--- config.mk ---
export PLATFORM = sky130hd
export DESIGN_NAME = writeback_controller
export DESIGN_NICKNAME = d
export VERILOG_FILES = /design/src/rtl/writeback_controller.sv
export SDC_FILE = /design/constraint.sdc
export NUM_CORES = 1
export LEC_CHECK = 0
export CORE_UTILIZATION = 34
export CTS_CLUSTER_SIZE = 20
export DETAILED_ROUTE_END_ITERATION = 7
export GPL_TIMING_DRIVEN = 1
export SLEW_MARGIN = 10
export SYNTH_ARGS = -nofsm -noshare
export SYNTH_HDL_FRONTEND = slang
export SYNTH_SLANG_ARGS = --single-unit
--- constraint.sdc ---
create_clock -name clk -period 2.3 [get_ports clk]
set_input_delay 0.46 -clock clk [delete_from_list [all_inputs] [get_ports clk]]
set_output_delay 0.46 -clock clk [all_outputs]
set_load 0.02 [all_outputs]
--- src/rtl/writeback_controller.sv ---
// writeback_controller
// Chooses one register-file write per cycle from an unstalled ALU result
// or a buffered load result. ALU results always win; loads wait in a small
// FIFO (FIFO_DEPTH entries, power of two, 2..16) and drain in arrival order.
// Define WB_LOAD_EXT_EN to sign/zero-extend LB/LBU/LH/LHU loads at enqueue;
// without it the raw memory word is stored for every load type.
module writeback_controller #(
    parameter int FIFO_DEPTH = 4
) (
    input  logic        clk,
    input  logic        reset,
    input  logic        alu_valid,
    input  logic [4:0]  alu_rd,
    input  logic [31:0] alu_result,
    input  logic        mem_valid,
    output logic        mem_ready,
    input  logic [4:0]  mem_rd,
    input  logic [31:0] mem_data,
    input  logic [2:0]  mem_funct3,
    input  logic [1:0]  mem_byte_off,
    output logic        reg_wr,
    output logic [4:0]  waddr,
    output logic [31:0] wb_data,
    output logic        pending
);

    localparam int PTR_W = $clog2(FIFO_DEPTH);
    localparam int CNT_W = PTR_W + 1;
    localparam logic [CNT_W-1:0] FULL_COUNT = CNT_W'(FIFO_DEPTH);

    // Load FIFO storage; contents are don't-care until written
    logic [4:0]  entryRd_q   [FIFO_DEPTH];
    logic [31:0] entryData_q [FIFO_DEPTH];

    logic [PTR_W-1:0] wrPtr_q, wrPtr_d;
    logic [PTR_W-1:0] rdPtr_q, rdPtr_d;
    logic [CNT_W-1:0] count_q, count_d;

    logic        regWr_q,  regWr_d;
    logic [4:0]  waddr_q,  waddr_d;
    logic [31:0] wbData_q, wbData_d;

    logic        pushEn;
    logic        popEn;
    logic        selValid;
    logic [4:0]  selRd;
    logic [31:0] selData;
    logic [31:0] loadValue;

`ifdef WB_LOAD_EXT_EN
    logic [7:0]  loadByte;
    logic [15:0] loadHalf;

    // Pick the addressed byte/half and extend it so the FIFO holds final register values
    always_comb begin
        case (mem_byte_off)
            2'd0:    loadByte = mem_data[7:0];
            2'd1:    loadByte = mem_data[15:8];
            2'd2:    loadByte = mem_data[23:16];
            default: loadByte = mem_data[31:24];
        endcase
        loadHalf = mem_byte_off[1] ? mem_data[31:16] : mem_data[15:0];
        case (mem_funct3)
            3'b000:  loadValue = {{24{loadByte[7]}}, loadByte};
            3'b100:  loadValue = {24'd0, loadByte};
            3'b001:  loadValue = {{16{loadHalf[15]}}, loadHalf};
            3'b101:  loadValue = {16'd0, loadHalf};
            default: loadValue = mem_data;
        endcase
    end
`else
    logic [4:0] unusedLoadInfo;

    // Extension disabled: the raw word is stored and the load-type fields are ignored
    assign loadValue      = mem_data;
    assign unusedLoadInfo = {mem_funct3, mem_byte_off};
`endif

    // Ready depends only on occupancy so a same-cycle pop never frees a slot early
    always_comb begin
        mem_ready = (count_q != FULL_COUNT);
        pending   = (count_q != '0);
        pushEn    = mem_valid && mem_ready;
        popEn     = !alu_valid && (count_q != '0);
    end

    // Arbitration: ALU first, else FIFO head; rd 0 is consumed but never written
    always_comb begin
        selValid = 1'b0;
        selRd    = 5'd0;
        selData  = 32'd0;
        if (alu_valid) begin
            selValid = 1'b1;
            selRd    = alu_rd;
            selData  = alu_result;
        end else if (popEn) begin
            selValid = 1'b1;
            selRd    = entryRd_q[rdPtr_q];
            selData  = entryData_q[rdPtr_q];
        end
    end

    // Next-state for pointers, occupancy and the registered write port
    always_comb begin
        wrPtr_d  = wrPtr_q;
        rdPtr_d  = rdPtr_q;
        count_d  = count_q;
        regWr_d  = 1'b0;
        waddr_d  = waddr_q;
        wbData_d = wbData_q;

        if (pushEn) begin
            wrPtr_d = wrPtr_q + 1'b1;
        end
        if (popEn) begin
            rdPtr_d = rdPtr_q + 1'b1;
        end
        case ({pushEn, popEn})
            2'b10:   count_d = count_q + 1'b1;
            2'b01:   count_d = count_q - 1'b1;
            default: count_d = count_q;
        endcase

        if (selValid && (selRd != 5'd0)) begin
            regWr_d  = 1'b1;
            waddr_d  = selRd;
            wbData_d = selData;
        end
    end

    // State registers; reset drops all buffered loads and any pending write
    always_ff @(posedge clk) begin
        if (reset) begin
            wrPtr_q  <= '0;
            rdPtr_q  <= '0;
            count_q  <= '0;
            regWr_q  <= 1'b0;
            waddr_q  <= 5'd0;
            wbData_q <= 32'd0;
        end else begin
            wrPtr_q  <= wrPtr_d;
            rdPtr_q  <= rdPtr_d;
            count_q  <= count_d;
            regWr_q  <= regWr_d;
            waddr_q  <= waddr_d;
            wbData_q <= wbData_d;
        end
    end

    // FIFO entry write; storage is intentionally left out of reset
    always_ff @(posedge clk) begin
        if (pushEn && !reset) begin
            entryRd_q[wrPtr_q]   <= mem_rd;
            entryData_q[wrPtr_q] <= loadValue;
        end
    end

    assign reg_wr  = regWr_q;
    assign waddr   = waddr_q;
    assign wb_data = wbData_q;

endmodule

=== After elaboration in Yosys (flattened, before gate mapping) ===
Memories as Yosys holds them, arrays and structs flattened. A register that Yosys moved wholly into a read port is not among the register bits.
Cells that the tools add are included.
Widths: inputs -> output; s select.

* $add $sub $neg: 4
* Eq/ne operators: 3
* Mux-type cells: 14
* Reduce and logical (&&, ||, !) cells: 9

{| class="wikitable"
|+ Operator list
! operator !! number
|-
| $mux 32 || 2
|-
| $mux 5 || 2
|-
| $mux 2 || 4
|-
| $pmux 3 s2 || 1
|-
| $mux 1 || 5
|-
| $reduce_bool 5->1 || 1
|-
| $add 2x1->2 const B || 2
|-
| $logic_and 1x1->1 || 4
|-
| $add 3x1->3 const B || 1
|-
| $ne 3x3->1 const B || 1
|-
| $reduce_bool 3->1 || 1
|-
| $sub 3x1->3 const B || 1
|-
| $eq 2x1->1 const B || 1
|-
| $eq 2x2->1 const B || 1
|-
| $logic_not 1->1 || 2
|-
| $reduce_bool 2->1 || 1
|}

* Bits in registers: 45
* Bits in writable memories: 148
* Bits of input ports: 83
* Output and inout bits: 40
* Logic and storage cells: 38
* Memories kept: 2

{| class="wikitable"
|+ Memories
! name !! words !! width !! rd ports !! clocked after Yosys merged registers in !! write ports !! RTL line !! source
|-
| entryData_q || 4 || 32 || 1 || 1 || 1 || 33 || <nowiki>logic [31:0] entryData_q [FIFO_DEPTH];</nowiki>
|-
| entryRd_q || 4 || 5 || 1 || 1 || 1 || 32 || <nowiki>logic [4:0] entryRd_q [FIFO_DEPTH];</nowiki>
|}

=== Depth between registers and ports, before layout ===
* Word-level depth: 7
* Depth in mapped cells: 10
* Gate-level depth less buffers: 8

=== Worst setup path after synthesis ===
OpenSTA, ideal clock, no wires.

* Path kind: reg2reg
* From: register count_q[0]
* To: register count_q[2]
* Library setup time: 71 ps
* Arrival time: 2,423 ps
* Required time: 2,229 ps
* Setup slack: -193 ps
* Cell stages (with the launch flop): 11
* Buffers on the path: 2
* Period minus slack after synthesis: 2,493 ps
* Cell sequence: dfxtp_1 > or3_1 > clkbuf_1 > and2_1 > clkbuf_1 > ha_1 > inv_1 > fa_1 > xor2_1 > or3_1 > a21oi_1

* Longest elaborated chain between the ends: 4
* Elaborated cells on any way between the ends: 10
* Classes of those cells: 2 x add/sub; 3 x eq/ne; 1 x mux; 4 x reduce/logical

{| class="wikitable"
|+ RTL lines
! item !! RTL line !! source
|-
| from (decl) || 37 || <nowiki>logic [CNT_W-1:0] count_q, count_d;</nowiki>
|-
| from (signal assigned) || 143 || <nowiki>count_q <= count_d;</nowiki>
|-
| $reduce_bool 3->1 (*) || -- ||
|-
| via pending || 24 || <nowiki>output logic pending</nowiki>
|-
| $logic_and 1x1->1 (*) || 84 || <nowiki>popEn = !alu_valid && (count_q != '0);</nowiki>
|-
| via popEn || 44 || <nowiki>logic popEn;</nowiki>
|-
| $eq 2x1->1 or $eq 2x2->1 (tied branches) || 118 || <nowiki>case ({pushEn, popEn})</nowiki>
|-
| $pmux 3 s2 or $reduce_bool 2->1 (tied branches) || -- ||
|}

The timed path passes the listed nets; every way through them passes the cells marked *.
A chain may end at the register's enable or synchronous reset.

==> impl_metrics.toml <==
[run_status]
status = "completed"

[synthesis]
synth-seq-cells = 195
synth_fp_nets = 515
ys_top_cells_by_count = "148 x edfxtp_1, 47 x dfxtp_1, 37 x a22oi_1, 37 x mux4_2, 35 x a21oi_1"
syn_avg_cell_area_um2 = 17.6
ys_warn_count = 0
syn-instance-count = 426
synth_area_leaders = "edfxtp_1 59%, dfxtp_1 13%, mux4_2 11%"
synth_area_mm2 = 0.00748
ys_types = 27
yosys.area.top_type = "edfxtp_1"
netlist.area_leader.share = 0.594
synth_edf_count = 148
async_flop_share = 0
ys_seq_area_frac = 0.720
synth_most_common_cell = "edfxtp_1"
yosys_most_used_dff = "edfxtp_1"

[setup_path]
critPathMaxStageDelay_ns = 0.56
criticalPathCategory = "reg2reg"
cp.arrival_ns = 2.56
worst-path-max-fanout = 18
slowest_stage = "mux4_2"
critPathCaptureType = "flop"
crit_family = "compound AO/OA/AOI/OAI gates"
startpoint_type = "flop"
crit_path_cell_trace = "mux4_2, o311a_4, buf_4, o41ai_1, a21oi_1"
cp.required_ns = 2.60
critPathBufInv = 1

[global_route]
antenna_found_initial = 0
grt_max_degree = 39
grt.total_usage = 0.165
grt_overflow = 0
grt_pass1_vias = 4762
grt_first_pass_wirelength_um = 27100

[cts]
clock-sinks = 195
clock_latency_ns = 0.43
tritoncts = "done"
cts-htree-levels = 4
root_buffer = "clkbuf_16"
cts_made_buffers = 17
clk_path_buf_depth = 2
clkTransAtPathRegs_ns = 0.08

[layout]
finish.utilization = 0.467
nFillCells = 1823
n_antenna_cell = 0
area_growth_pct = 32.9
nets = 654
drive_above_1_share = 0.216

[routing]
post-route-drc-count = 0
dr.first_iter.drc_count = 344
drtPass1Iterations = 5
routedWlPerCell_um = 20.7
via_count = 4542
postRouteAntennaNets = 0
via_per_inst = 5.32
wirelength_um = 17600

[power_and_ir_drop]
leakage_nw = 3.26
swShare = 0.304
combPwrFrac = 0.310
clkPwrFrac = 0.284
vdd_drop_max_v = 0.000667
seq_power_share = 0.405
switching_power_mw = 3.37
p_int_mw = 7.70
p_per_area_mw_per_mm2 = 1110

[sta]
worst_pin_slew_ns = 0.472
hold_viol = 0
slew_violations = 0
rsz0062_at_grt = "no"
fmax_mhz = 442
relSlewSlack = 0.685
fin_crit_sh = 0.983
finalSetupTns_ns = 0
clock_skew_ns = 0.0121
post-route-min-period_ns = 2.26
setup_viol = 0

[worst_hold_path]
min-delay-start = "waddr[1]"
hold_path_class = "reg2reg"

[floorplan]
fp-row-count = 53
dieArea_mm2 = 0.0226
ios = 123
core_area_mm2 = 0.0213
die_x_um = 150
initial_core_util = 0.351
die_y_um = 150

[place]
routabilityCongestion = 0.753
place.detailed.hpwl_um = 11500
port_buffers = 117

[job]
drv_cap = 0
==> logic make-up after synthesis <==
group / after synthesis / share of synthesized area
xor+xnor: 5 / 0.00586
simple gates: 28 / 0.0196
buf+inv: 42 / 0.0251
flops: 195 / 0.720
fa+ha+maj: 6 / 0.0110
compound gates: 113 / 0.107
mux: 37 / 0.111
==> placed cells by master (no fill, tap or decap), drive strengths merged, types with 8 or more instances in the layout <==
cell           synthesis  routed
nor2                   8       8
clkdlybuf4s50          0     114
clkbuf                28      17
a21oi                 35      35
inv                    7      12
edfxtp               148     148
a22oi                 37      37
o41ai                 32      32
dfxtp                 47      47
buf                    7      39
mux4                  37      37
==> per-stage QoR <==
stage / instances / setup WS, ns / hold slack, ns / total power, mW / instance area, um^2
after CTS: 853 / -0.00269 / 0.484 / 11.1 / 9890
after floorplan: 426 / 0.0262 / 0.462 / 6.48 / 7480
after global routing: 853 / 0.00230 / 0.513 / 11.5 / 9940
final: 853 / 0.0389 / 0.484 / 11.1 / 9940
after detailed placement: 817 / -0.509 / 0.469 / 7.91 / 9220
after global placement: 817 / -0.450 / 0.458 / 7.82 / 9220
==> timing repair <==
item / 4_1_cts / 5_1_grt
setup endpoints to repair: 36 / 37
hold buffers: 0 / 0
setup buffers: 4 / 0
resized for setup: 5 / 9
pin swaps: 1 / 1
endpoints found under the hold margin: 0 / 0
==> registers in the layout (all words and copies together) (netlist names), named ones only <==
register     count
entryData_q    128
rdPtr_q          2
entryRd_q       20
reg_wr           1
waddr            5
wrPtr_q          2
count_q          3
wb_data         32
==> area by class of cell <==
| cell class | instances | area, um^2 | share of cell area |
|---|---|---|---|
| multi-input combinational | 189 | 1980 | 0.199 |
| sequential | 195 | 5390 | 0.542 |
| clock inverter | 15 | 203 | 0.0204 |
| inverter | 7 | 26.3 | 0.00264 |
| clock buffer | 17 | 425 | 0.0428 |
| timing repair buffer | 155 | 1570 | 0.158 |
| tap | 275 | 344 | 0.0346 |
==> layer usage <==
layer  part of all wire  up-vias  track usage
met5                  0        -            0
met3              0.066       20       0.0361
li1                   -     2035            -
met2               0.49      170        0.271
met4              0.019        0       0.0561
met1               0.43     2317        0.215
==> worst register-to-register path, stage by stage (launching register included) <==
cell and delay, ns:
dfxtp_4 0.40, mux4_2 0.56, o311a_4 0.42, buf_4 0.23
o41ai_1 0.43, a21oi_1 0.09
==> power groups by stage <==
| stage | combinational (mW) | sequential (mW) | clock, mW |
|---|---|---|---|
| 2_1_floorplan | 1.73 | 4.75 | 0 |
| 3_3_place_gp | 3.27 | 4.55 | 0 |
| 3_5_place_dp | 3.34 | 4.57 | 0 |
| 4_1_cts | 3.40 | 4.49 | 3.19 |
| 5_1_grt | 3.69 | 4.53 | 3.32 |
| 6_report | 3.43 | 4.49 | 3.14 |
==> final timing paths <==
check / slack [ns] / cells after the start / end
max: 0.04 / 5 / wb_data[2]
min: 0.48 / 2 / waddr[1]
max reg2reg: 0.04 / 5 / wb_data[2]
min reg2reg: 0.48 / 2 / waddr[1]
No activity file was read; power rests on OpenSTA's default activity.
